### src/rtl/cache_pkg.sv
// Shared types and address-field helpers for the 2-way, 8-set L1 cache controller.
// State encodings are kept as fixed constants so legacy tools see the same values.
package cache_pkg;

  localparam int unsigned OFFSET_W = 5;
  localparam int unsigned IDX_W    = 3;
  localparam int unsigned TAG_W    = 32 - IDX_W - OFFSET_W;

  localparam logic [1:0] ST_CHECK     = 2'd0;
  localparam logic [1:0] ST_WRITEBACK = 2'd1;
  localparam logic [1:0] ST_FILL      = 2'd2;

  typedef enum logic [1:0] {
    CHECK     = ST_CHECK,
    WRITEBACK = ST_WRITEBACK,
    FILL      = ST_FILL
  } state_t;

  function automatic logic [TAG_W-1:0] addr_tag(input logic [31:0] addr);
    return addr[31 -: TAG_W];
  endfunction

  function automatic logic [IDX_W-1:0] addr_idx(input logic [31:0] addr);
    return addr[OFFSET_W +: IDX_W];
  endfunction

endpackage

### src/rtl/cache_ctrl_fsm.sv
// Control FSM for the 2-way write-back/write-allocate L1 cache: hit detection, LRU update,
// writeback and fill bursts. Define CACHE_CTRL_PERF_EN to add hit/miss/writeback counters.
module cache_ctrl_fsm #(
  parameter int unsigned TAG_W    = 24,
  parameter int unsigned IDX_W    = 3,
  parameter int unsigned OFFSET_W = 5
) (
  input  logic                 clk,
  input  logic                 rst,
  input  logic                 mem_read,
  input  logic                 mem_write,
  input  logic [31:0]          mem_address,
  output logic                 mem_resp,
  input  logic [2*TAG_W-1:0]   tag_out,
  input  logic [1:0]           valid_out,
  input  logic [1:0]           dirty_out,
  input  logic                 lru_out,
  output logic [1:0]           tag_load,
  output logic [1:0]           valid_load,
  output logic [1:0]           dirty_load,
  output logic [1:0]           data_load,
  output logic                 dirty_in,
  output logic                 lru_load,
  output logic                 lru_in,
  output logic [IDX_W-1:0]     set_idx,
  output logic                 way_sel,
  output logic                 data_src_sel,
  output logic                 pmem_addr_sel,
  output logic                 pmem_read,
  output logic                 pmem_write,
  input  logic                 pmem_resp
`ifdef CACHE_CTRL_PERF_EN
  ,
  output logic [31:0]          hit_cnt,
  output logic [31:0]          miss_cnt,
  output logic [31:0]          wb_cnt
`endif
);

  import cache_pkg::*;

  state_t           r_state;
  state_t           w_next;
  logic             r_victim;
  logic [TAG_W-1:0] w_req_tag;
  logic             w_req;
  logic             w_hit0;
  logic             w_hit1;
  logic             w_hit;
  logic             w_hit_way;
  logic             w_victim_dirty;
  logic             w_unused_off;

  assign w_req          = mem_read | mem_write;
  assign w_req_tag      = addr_tag(mem_address);
  assign set_idx        = addr_idx(mem_address);
  assign w_unused_off   = ^mem_address[OFFSET_W-1:0];
  assign w_hit0         = valid_out[0] & (tag_out[0 +: TAG_W] == w_req_tag);
  assign w_hit1         = valid_out[1] & (tag_out[TAG_W +: TAG_W] == w_req_tag);
  assign w_hit          = w_hit0 | w_hit1;
  // A simultaneous double hit is illegal; way0 takes priority.
  assign w_hit_way      = ~w_hit0;
  assign w_victim_dirty = valid_out[lru_out] & dirty_out[lru_out];

  always_ff @(posedge clk) begin
    if (rst) begin
      r_state  <= CHECK;
      r_victim <= 1'b0;
    end else begin
      r_state <= w_next;
      // Victim is frozen for the whole miss so a mid-miss LRU change cannot redirect the fill.
      if (r_state == CHECK && w_req && !w_hit) begin
        r_victim <= lru_out;
      end
    end
  end

  always_comb begin
    w_next        = r_state;
    mem_resp      = 1'b0;
    tag_load      = '0;
    valid_load    = '0;
    dirty_load    = '0;
    data_load     = '0;
    dirty_in      = 1'b0;
    lru_load      = 1'b0;
    lru_in        = 1'b0;
    way_sel       = 1'b0;
    data_src_sel  = 1'b0;
    pmem_addr_sel = 1'b0;
    pmem_read     = 1'b0;
    pmem_write    = 1'b0;
    // Outputs are held quiet while rst is high so an abandoned burst cannot strobe the arrays.
    if (!rst) begin
      unique case (r_state)
        CHECK: begin
          if (w_req) begin
            if (w_hit) begin
              mem_resp = 1'b1;
              lru_load = 1'b1;
              lru_in   = ~w_hit_way;
              way_sel  = w_hit_way;
              if (mem_write) begin
                data_load[w_hit_way]  = 1'b1;
                dirty_load[w_hit_way] = 1'b1;
                dirty_in              = 1'b1;
              end
            end else begin
              w_next = w_victim_dirty ? WRITEBACK : FILL;
            end
          end
        end
        WRITEBACK: begin
          pmem_write    = 1'b1;
          pmem_addr_sel = 1'b1;
          way_sel       = r_victim;
          if (pmem_resp) begin
            w_next = FILL;
          end
        end
        FILL: begin
          pmem_read = 1'b1;
          way_sel   = r_victim;
          if (pmem_resp) begin
            data_load[r_victim]  = 1'b1;
            tag_load[r_victim]   = 1'b1;
            valid_load[r_victim] = 1'b1;
            dirty_load[r_victim] = 1'b1;
            data_src_sel         = 1'b1;
            w_next               = CHECK;
          end
        end
        default: w_next = CHECK;
      endcase
    end
  end

`ifdef CACHE_CTRL_PERF_EN
  logic [31:0] r_hit_cnt;
  logic [31:0] r_miss_cnt;
  logic [31:0] r_wb_cnt;

  always_ff @(posedge clk) begin
    if (rst) begin
      r_hit_cnt  <= '0;
      r_miss_cnt <= '0;
      r_wb_cnt   <= '0;
    end else begin
      if (r_state == CHECK && w_req && w_hit) r_hit_cnt <= r_hit_cnt + 32'd1;
      if (r_state == CHECK && w_req && !w_hit) r_miss_cnt <= r_miss_cnt + 32'd1;
      if (r_state == WRITEBACK && pmem_resp) r_wb_cnt <= r_wb_cnt + 32'd1;
    end
  end

  assign hit_cnt  = r_hit_cnt;
  assign miss_cnt = r_miss_cnt;
  assign wb_cnt   = r_wb_cnt;
`endif

endmodule

### config.mk
export PLATFORM = sky130hd
export DESIGN_NAME = cache_ctrl_fsm
export DESIGN_NICKNAME = d
export VERILOG_FILES = /design/src/rtl/cache_pkg.sv /design/src/rtl/cache_ctrl_fsm.sv
export SDC_FILE = /design/constraint.sdc
export NUM_CORES = 1
export LEC_CHECK = 0
export BUFFER_PORTS_ARGS = -buffer_cell sky130_fd_sc_hd__buf_2
export CORE_AREA = 2 2 55 57
export CTS_CLUSTER_SIZE = 30
export DETAILED_ROUTE_END_ITERATION = 7
export DIE_AREA = 0 0 57 59
export GPL_ROUTABILITY_DRIVEN = 1
export PLACE_DENSITY = 0.88
export SETUP_SLACK_MARGIN = 0.15
export SLEW_MARGIN = 10
export SYNTH_ARGS = -nofsm -noshare
export SYNTH_HDL_FRONTEND = slang
export SYNTH_SLANG_ARGS = --single-unit
### constraint.sdc
create_clock -name clk -period 4.1 [get_ports clk]
set_clock_uncertainty 0.05 [all_clocks]
set_input_delay 0.41 -clock clk [delete_from_list [all_inputs] [get_ports clk]]
set_output_delay 0.41 -clock clk [all_outputs]
set_load 0.02 [all_outputs]
==> results.sh <==
export IMPL_dieWidth_um=57
export IMPL_critical_path_startpoint_type="primary input"
export IMPL_worstHoldPathType="primary input to flip-flop"
export IMPL_hold_end="r_victim$_SDFFE_PP0P_"
export IMPL_worstPathMaxFanout=8
export IMPL_ios=110
export IMPL_cts_buffer_depth=2
export IMPL_avgViaCountPerCell=4.89
export IMPL_clkTransAtPathRegs_ns=0.04
export IMPL_fill_cells=255
export IMPL_grt_use_total=0.181
export IMPL_relSlewSlack=0.661
export IMPL_fin_crit_sh=0.630
export IMPL_worstHoldStart="lru_out"
export IMPL_grt_pass1_wl_mm=4.83
export IMPL_fin_nets=315
export IMPL_avgSynthCellArea_sq_um=7.76
export IMPL_dp_hpwl_mm=2.74
export IMPL_cts_tree="yes"
export IMPL_ctsResizeCount=0
export IMPL_whs_path_depth=3
export IMPL_cts_buffers=3
export IMPL_hold_buffers=0
export IMPL_drv_slew=0
export IMPL_num_vias=1227
export IMPL_drive_gt1_frac=0.491
export IMPL_layout_cells_non_filler=251
export IMPL_globalplace_congestion=0.751
export IMPL_ys_warn_count=0
export IMPL_period_minus_slack_ns=2.58
export IMPL_syn_area_sq_um=993
export IMPL_cap_viol_max_count=0
export IMPL_fp_row_count=19
export IMPL_reg2reg_depth=7
export IMPL_io_buffers=98
export IMPL_drt_iter0_drc=23
export IMPL_antenna_left=0
export IMPL_overflow=0
export IMPL_worstPathRequired_ns=3.64
export IMPL_syn_instance_count=128
export IMPL_die_y_um=59
export IMPL_multi_input_area_sq_um=855
export IMPL_rsz0062_at_grt="no"
export IMPL_clock_sinks=3
export IMPL_arrival_ns=2.12
export IMPL_timing_rr_start="r_state[0]$_SDFFE_PP0P_"
export IMPL_grt_max_degree=14
export IMPL_max_clock_freq_mhz=387
export IMPL_worstReg2RegEnd="r_state[1]$_SDFFE_PP0P_"
export IMPL_worst_setup_path_end_kind="primary output"
export IMPL_initial_core_util=0.367
export IMPL_post_cts_setup_buffer_count=0
export IMPL_peakVddDrop_mv=0.153
export IMPL_reg2reg_slack_ns=2.52
export IMPL_finalSetupViolCount=0
export IMPL_crit_path_frequent_cell="buf_2"
export IMPL_drc=0
export IMPL_h_tree_depth=1
export IMPL_crit_chain="buf_2 > xnor2_1 > nand4_1 > nor4_2 > nand4_2 > or3_1 > a21oi_1 > buf_2"
export IMPL_ys_top_cells_by_area="xnor2_1 (23%), xor2_1 (19%), buf_4 (6.8%)"
export IMPL_area_growth_syn_to_layout_pct=48.7
export IMPL_fin_area_sq_um=1480
export IMPL_yosysSeqAreaShare=0.0605
export IMPL_crit_path_max_incr_delay_ns=0.38
export IMPL_root_buffer="clkbuf_4"
export IMPL_placed_cells=247
export IMPL_cp_slowest_cell="or3_1"
export IMPL_dieArea_sq_um=3360
export IMPL_ys_ff_latch=3
export IMPL_ys_types=32
export IMPL_p_leak_nw=0.746
export IMPL_placed_area_sq_um=1450
export IMPL_antenna_found_initial=0
export IMPL_first_pass_iters=4
export IMPL_crit_type="primary input to primary output"
export IMPL_run_status="finished, final reports clean"
export IMPL_antennaDiodeCount=0
export IMPL_core_area_sq_um=2710
export IMPL_synth_top_area_cell="xnor2_1"
export IMPL_layout_common_cells="buf_2 (98), xnor2_1 (26), xor2_1 (22)"
export IMPL_worstMarginPinSlew_ns=0.504
export IMPL_wire_per_inst_um=11.8
export IMPL_path_delay_family="simple AND/OR/NAND/NOR gates"
export IMPL_yosysTopAreaCellShare=0.229
export IMPL_power_density_nw_per_um2=170
export IMPL_final_common_cell="buf_2"
export IMPL_grt_pass1_vias=1211
export IMPL_regArea_sq_um=60.1
export IMPL_worst_path_buf_inv=2
export IMPL_clk_latency_ns=0.24
export IMPL_syn_num_nets=222
export IMPL_wirelength_mm=2.97
export IMPL_fin_tns_setup_ns=0
export IMPL_finalHoldViolations=0
cell families (layout without fill, tap and decap cells):
family | Yosys count | after routing | synth area share
compound gates | 11 | 11 | 0.0869
simple gates | 49 | 49 | 0.290
flops | 3 | 3 | 0.0605
xor+xnor | 48 | 48 | 0.423
fa+ha+maj | 4 | 4 | 0.0504
buf+inv | 12 | 104 | 0.0793
mux | 1 | 1 | 0.0101
worst register-to-register path, delay by kind of cell (launching register included):
kind | cells | cell delay [ns]
flip-flops | 1 | 0.35
buffers and inverters | 1 | 0.09
adder cells (fa/ha/maj) | 1 | 0.25
AND/OR/NAND/NOR | 4 | 0.53
AO/OA/AOI/OAI | 1 | 0.24
registers in the layout, indices dropped and copies added (netlist names):
register and count:
r_state 2, r_victim 1
report_power, final:
group	switching (mW)	leakage, nW	internal [mW]
clock network	0.0179	0.0150	0.0366
logic	0.0802	0.706	0.0795
registers	0.00417	0.0247	0.0332
per-layer routing:
layer,share of wire,vias to the layer above,GRT usage
met1,0.38,536,0.195
li1,-,623,-
met5,0,-,0
met3,0.082,4,0.0284
met4,0.0081,0,0.0332
met2,0.53,64,0.371
cell usage after synthesis, drive strengths merged:
master	number
buf	9
xor2	22
nor2	9
o21bai	1
a31oi	1
a221oi	1
xnor2	26
mux2i	1
nand2b	2
a311o	1
inv	2
o22a	1
and2	2
a21oi	3
nand3	2
o21ai	1
nor2b	3
ha	4
nand2	6
nor4	6
o31a	1
or3	1
nand4	9
nor3	7
nor3b	1
clkbuf	1
and4	1
a31o	1
dfxtp	3
stage by stage:
stage                     power (mW)  hold slack [ns]  setup WS (ns)  utilization
final                          0.252            0.413           1.52        0.545
after floorplan                0.135            0.445           1.50            -
after CTS                      0.253            0.419           1.51        0.545
after global routing           0.273            0.443           1.30        0.545
after global placement         0.193            0.473           1.54        0.536
after detailed placement       0.199            0.488           1.52        0.536
worst max-delay path by stage:
stage | end | cells after the start | startpoint | slack [ns]
global route | mem_resp | 8 | mem_address[25] | 1.30
floorplan | mem_resp | 7 | tag_out[17] | 1.50
global placement | data_load[1] | 8 | mem_address[9] | 1.54
detailed placement | data_load[1] | 8 | mem_address[9] | 1.52
CTS | data_load[1] | 8 | mem_address[9] | 1.51
finish | data_load[1] | 8 | mem_address[9] | 1.52
cell type report:
class / instances / area share
timing repair buffer: 98 / 0.332
multi-input combinational: 113 / 0.578
clock buffer: 4 / 0.0178
inverter: 2 / 0.00508
tap: 31 / 0.0262
sequential: 3 / 0.0406
Note: power is estimated with default switching activity, not from simulation.
